[src/rtl/pixel_fill_writer.sv]
// pixel_fill_writer
//   Write-side engine for the 8bpp pixel plane VRAM. Accepts rectangle-fill
//   commands over a valid/ready handshake. Each rectangle is clipped to the
//   screen, then written one pixel per cycle at addr = y*H_RES + x.
//
// Ports
//   clk        : system clock (only clock)
//   reset_n    : synchronous, active-low reset
//   cmd_valid  : command present
//   cmd_ready  : engine idle and able to accept a command
//   cmd_x/y    : top-left corner (unclipped)
//   cmd_w/h    : size in pixels / lines
//   cmd_color  : RRRGGGBB fill value
//   vram_stall : write port unavailable this cycle; current write is held
//   vram_addr  : write address
//   vram_d     : write data
//   vram_we    : write enable
//   busy       : command in progress (CLIP or FILL)
//   done       : one-cycle pulse at command completion
module pixel_fill_writer #(
  parameter int H_RES  = 320,
  parameter int V_RES  = 240,
  parameter int ADDR_W = 17
) (
  input  logic              clk,
  input  logic              reset_n,
  input  logic              cmd_valid,
  output logic              cmd_ready,
  input  logic [8:0]        cmd_x,
  input  logic [7:0]        cmd_y,
  input  logic [8:0]        cmd_w,
  input  logic [7:0]        cmd_h,
  input  logic [7:0]        cmd_color,
  input  logic              vram_stall,
  output logic [ADDR_W-1:0] vram_addr,
  output logic [7:0]        vram_d,
  output logic              vram_we,
  output logic              busy,
  output logic              done
);

  typedef enum logic [1:0] {
    ST_IDLE = 2'd0,
    ST_CLIP = 2'd1,
    ST_FILL = 2'd2,
    ST_DONE = 2'd3
  } state_t;

  localparam logic [9:0]        H_RES_W  = 10'(H_RES);
  localparam logic [9:0]        V_RES_W  = 10'(V_RES);
  localparam logic [ADDR_W-1:0] STRIDE_A = ADDR_W'(H_RES);

  state_t              state_q, state_d;
  logic [8:0]          x_q, x_d;
  logic [7:0]          y_q, y_d;
  logic [8:0]          w_q, w_d;
  logic [7:0]          h_q, h_d;
  logic [7:0]          color_q, color_d;
  logic [9:0]          xe_q, xe_d;
  logic [9:0]          ye_q, ye_d;
  logic [9:0]          col_q, col_d;
  logic [9:0]          row_q, row_d;
  logic [ADDR_W-1:0]   row_base_q, row_base_d;
  logic [ADDR_W-1:0]   addr_q, addr_d;
  logic [7:0]          data_q, data_d;
  logic                we_q, we_d;

  // Clip arithmetic: 10 bits holds x+w (<=1022) and y+h (<=510) without overflow.
  logic [9:0]          xe_sum, ye_sum;
  logic [9:0]          col_inc, row_inc;
  logic                empty;
  logic [ADDR_W-1:0]   y_base;

  always_comb begin
    xe_sum  = {1'b0, x_q} + {1'b0, w_q};
    ye_sum  = {2'b00, y_q} + {2'b00, h_q};
    empty   = ({1'b0, x_q} >= H_RES_W) || ({2'b00, y_q} >= V_RES_W) ||
              (w_q == 9'd0) || (h_q == 8'd0);
    // Only multiply in the design: once per command, never in the pixel loop.
    y_base  = ADDR_W'(y_q) * STRIDE_A;
    col_inc = col_q + 10'd1;
    row_inc = row_q + 10'd1;

    state_d    = state_q;
    x_d        = x_q;
    y_d        = y_q;
    w_d        = w_q;
    h_d        = h_q;
    color_d    = color_q;
    xe_d       = xe_q;
    ye_d       = ye_q;
    col_d      = col_q;
    row_d      = row_q;
    row_base_d = row_base_q;
    addr_d     = addr_q;
    data_d     = data_q;
    we_d       = we_q;

    case (state_q)
      ST_IDLE: begin
        if (cmd_valid) begin
          x_d     = cmd_x;
          y_d     = cmd_y;
          w_d     = cmd_w;
          h_d     = cmd_h;
          color_d = cmd_color;
          state_d = ST_CLIP;
        end
      end

      ST_CLIP: begin
        xe_d = (xe_sum > H_RES_W) ? H_RES_W : xe_sum;
        ye_d = (ye_sum > V_RES_W) ? V_RES_W : ye_sum;
        if (empty) begin
          state_d = ST_DONE;
        end else begin
          state_d    = ST_FILL;
          col_d      = {1'b0, x_q};
          row_d      = {2'b00, y_q};
          row_base_d = y_base;
          addr_d     = y_base + ADDR_W'(x_q);
          data_d     = color_q;
          we_d       = 1'b1;
        end
      end

      ST_FILL: begin
        // A stalled cycle leaves every register untouched, holding the write.
        if (!vram_stall) begin
          if (col_inc == xe_q) begin
            if (row_inc == ye_q) begin
              we_d    = 1'b0;
              state_d = ST_DONE;
            end else begin
              col_d      = {1'b0, x_q};
              row_d      = row_inc;
              row_base_d = row_base_q + STRIDE_A;
              addr_d     = row_base_q + STRIDE_A + ADDR_W'(x_q);
            end
          end else begin
            col_d  = col_inc;
            addr_d = addr_q + ADDR_W'(1);
          end
        end
      end

      ST_DONE: begin
        state_d = ST_IDLE;
      end

      default: begin
        state_d = ST_IDLE;
        we_d    = 1'b0;
      end
    endcase
  end

  always_ff @(posedge clk) begin
    if (!reset_n) begin
      state_q    <= ST_IDLE;
      x_q        <= '0;
      y_q        <= '0;
      w_q        <= '0;
      h_q        <= '0;
      color_q    <= '0;
      xe_q       <= '0;
      ye_q       <= '0;
      col_q      <= '0;
      row_q      <= '0;
      row_base_q <= '0;
      addr_q     <= '0;
      data_q     <= '0;
      we_q       <= 1'b0;
    end else begin
      state_q    <= state_d;
      x_q        <= x_d;
      y_q        <= y_d;
      w_q        <= w_d;
      h_q        <= h_d;
      color_q    <= color_d;
      xe_q       <= xe_d;
      ye_q       <= ye_d;
      col_q      <= col_d;
      row_q      <= row_d;
      row_base_q <= row_base_d;
      addr_q     <= addr_d;
      data_q     <= data_d;
      we_q       <= we_d;
    end
  end

  assign cmd_ready = (state_q == ST_IDLE);
  assign busy      = (state_q == ST_CLIP) || (state_q == ST_FILL);
  assign done      = (state_q == ST_DONE);
  assign vram_addr = addr_q;
  assign vram_d    = data_q;
  assign vram_we   = we_q;

endmodule
[config.mk]
export PLATFORM = sky130hd
export DESIGN_NAME = pixel_fill_writer
export DESIGN_NICKNAME = d
export VERILOG_FILES = /design/src/rtl/pixel_fill_writer.sv
export SDC_FILE = /design/constraint.sdc
export NUM_CORES = 1
export LEC_CHECK = 0
export BUFFER_PORTS_ARGS = -buffer_cell sky130_fd_sc_hd__buf_4
export CAP_MARGIN = 20
export CORE_MARGIN = 2
export CORE_UTILIZATION = 30
export CTS_BUF_LIST = sky130_fd_sc_hd__clkbuf_16
export CTS_CLUSTER_DIAMETER = 60
export CTS_CLUSTER_SIZE = 16
export DETAILED_ROUTE_END_ITERATION = 10
export GPL_TIMING_DRIVEN = 1
export PLACE_DENSITY = 0.53
export SLEW_MARGIN = 15
export SYNTH_ARGS = -nofsm -noshare
export SYNTH_HDL_FRONTEND = slang
export SYNTH_SLANG_ARGS = --single-unit
[constraint.sdc]
create_clock -name clk -period 3.3 [get_ports clk]
set_clock_uncertainty 0.1 [all_clocks]
set_input_delay 0.165 -clock clk [delete_from_list [all_inputs] [get_ports clk]]
set_output_delay 0.165 -clock clk [all_outputs]
set_load 0.1 [all_outputs]
==> impl_metrics.ini <==
[status]
status = complete, no violations

[floorplan]
num_rows = 58
dieArea_um2 = 27200
io_pins = 75
die_w_um = 165
chipHeight_um = 165
fp.coreArea_um2 = 25300
initial_utilization_pct = 30.7

[setup_path]
critPathMaxStageDelay_ns = 0.43
cp_slowest_cell = dfxtp_1
crit_required_ns = 3.52
critical_path.top_delay_family = simple AND/OR/NAND/NOR gates
end_kind = register
crit_buf_inv = 1
cp.arrival_ns = 3.25
start_kind = register
cp_max_fo = 19
crit_chain = ha_1, nand3_1, or3_1, a21oi_1, o32ai_2, nor2_4, buf_4, mux2i_1, a211oi_1, a31o_2
worstSetupPathType = reg -> reg

[global_route]
grt_max_degree = 56
grt_pass1_wl_mm = 38.1
antenna_found_initial = 0
grt_usage_pct = 17.7
first_global_vias = 7226
grt_overflow_total = 0

[clocking]
path_clk_slew_ns = 0.06
cts_num_sinks = 120
cts_buffer_depth = 2
numCtsBuffers = 17
root_buffer = clkbuf_16
post_cts_buffers = 0
cts_tree = built
clock_latency_ns = 0.43
h-tree-depth = 4

[drt]
routed_wirelength_mm = 23.4
first_pass_iters = 5
drc = 0
drt-initial-drc-count = 438
post_drt_wl_per_cell_um = 16.1
routed-via-count = 7531
vias_per_cell = 5.20
ant_nets = 0

[sta]
rsz0062_at_grt = no
report.final.slew_viol_count = 0
tightestPinTransition_ns = 0.640
timing.fmax_ghz = 0.331
setup-violations-final = 0
fin_tns_setup_ns = 0
min_period_over_period_pct = 91.6
period_needed_ns = 3.02
relSlewSlack_pct = 57.2
finalHoldViolCount = 0

[yosys]
synth_area_per_cell_um2 = 7.82
ys_types = 81
ys.flop_type = dfxtp_1
yosysWarnings = 0
syn_inst = 995
synth_nets = 1089
ys_seq_area_share_pct = 30.9
syn_area_um2 = 7780
synth-edff-count = 0
synth-seq-cells = 120
async_flop_share_pct = 0

[cells_and_area]
num_antenna_cells = 0
area_growth_pct = 25.9
final_util_pct = 38.7
layout.nets = 1201
drive_gt1_share_pct = 14.7

[place]
hpwl_mm = 17.0
port_buffers = 74
gp_congestion = 0.803

[power_and_ir_drop]
p_per_area_nw_per_um2 = 823
pwr-share-seq_pct = 26.5
p_clk_share_pct = 23.9
p_leak_nw = 3.95
switching_share_pct = 46.0
switchingPower_w = 0.00371
power.internal_w = 0.00435
p_comb_share_pct = 49.5
ir_worst_vdd_uv = 373

[job]
drv_cap = 0

[min_path]
hp-class = in -> reg
-- worst reg2reg max path, cell delays in order, from the launching register on --
cell	delay, ns
dfxtp_1	0.43
ha_1	0.30
nand3_1	0.22
or3_1	0.36
a21oi_1	0.20
o32ai_2	0.16
nor2_4	0.28
buf_4	0.33
mux2i_1	0.23
a211oi_1	0.09
a31o_2	0.22
-- cell usage after synthesis, drive strengths merged (4+ instances only) --
cell,n,area [µm²]
o211ai,18,135
o22ai,14,87.6
nor2,64,248
inv,25,93.8
o21ai,44,224
buf,21,116
o31ai,9,67.6
fa,4,80.1
nand3b,4,30.0
nand2b,16,100
a31oi,10,68.8
or3,7,48.8
o21a,4,30.0
nor4,7,43.8
nor3b,4,30.0
a211oi,13,103
o31a,4,35.0
xor2,24,210
a21oi,106,534
dfxtp,120,2400
o21bai,5,37.5
nor2b,5,31.3
nand4,15,109
nand2,154,581
o32ai,4,42.6
a22oi,7,52.6
and2,5,31.3
ha,44,551
or4,7,52.6
and3,9,56.3
a31o,4,35.0
nand3,35,180
mux2,4,45.0
mux2i,16,160
xnor2,46,403
clkbuf,37,141
a21o,14,105
nor3,27,140
-- worst paths after layout --
kind         cells after the start                    endpoint               startpoint  slack, ns
max reg2reg                     10   vram_addr[8]$_SDFFE_PN0P_    col_q[0]$_SDFFE_PN0P_       0.28
max                             10   vram_addr[8]$_SDFFE_PN0P_    col_q[0]$_SDFFE_PN0P_       0.28
min reg2reg                      2     color_q[5]$_SDFFE_PN0P_  color_q[5]$_SDFFE_PN0P_       0.35
min                              3  vram_addr[11]$_SDFFE_PN0P_                  reset_n       0.02
-- placed cells by master, fill, tap and decap left out, types with 18 or more instances in the layout --
master and count:
xnor2_1 46, inv_1 25, nand3_1 34, o211ai_1 18, ha_1 43, nand2_1 153, nor2_1 62, dlygate4sd3_1 42
o21ai_0 40, a21oi_1 105, nor3_1 26, buf_4 109, xor2_1 24, dfxtp_1 120
-- kinds of logic after synthesis --
| family | Yosys count | synth area share (%) |
|---|---|---|
| compound gates | 282 | 23.1 |
| xor+xnor | 70 | 7.88 |
| fa+ha+maj | 49 | 8.23 |
| buf+inv | 85 | 4.61 |
| flops | 120 | 30.9 |
| mux | 20 | 2.64 |
| other cells | 1 | 0.0482 |
| simple gates | 368 | 22.6 |
-- sequential cells by signal, summed over array words and instances (netlist names), 9 cells and up --
register	flops
vram_addr	17
row_base_q	11
col_q	10
row_q	10
xe_q	10
w_q	9
x_q	9
ye_q	9
-- layer usage --
metal / routed length [µm] / part of all wire [%] / global-route usage [%]
met2: 10300 / 44 / 27.4
met3: 1130 / 4.8 / 3.40
met4: 347 / 1.5 / 5.26
met5: 0 / 0 / 0
met1: 11600 / 50 / 24.8
-- power groups by stage --
stage	registers [W]	clock network, W	logic [W]
after floorplan	0.00251	0	0.00251
after global placement	0.00216	0	0.00391
after detailed placement	0.00216	0	0.00392
after CTS	0.00213	0.00197	0.00398
after global routing	0.00219	0.00203	0.00439
final	0.00214	0.00193	0.00399
-- layout make-up --
cell class	count	area, µm²
Fill cell	2619	15500
Multi-Input combinational cell	790	5040
Sequential cell	120	2400
Timing Repair Buffer	151	1240
Clock buffer	17	425
Tap cell	330	413
Clock inverter	14	174
Inverter	27	101
-- per-stage QoR --
stage	power, W	area, µm²	hold WS, ns	setup WS, ns	std cells
2_1_floorplan	0.00502	7780	0.201	0.381	995
3_3_place_gp	0.00606	8760	0.312	0.299	1376
3_5_place_dp	0.00608	8760	0.322	0.243	1376
4_1_cts	0.00808	9780	0.00360	0.228	1449
5_1_grt	0.00861	9790	0.0331	0.0834	1449
6_report	0.00806	9790	0.0177	0.276	1449
-- what timing repair did --
item | 4_1_cts | 5_1_grt
hold buffers | 42 | 0
hold endpoints to repair | 42 | 0
resized for setup | 0 | 3
endpoints found under the setup margin | 0 | 6
Power figures use the tool's default switching activity.
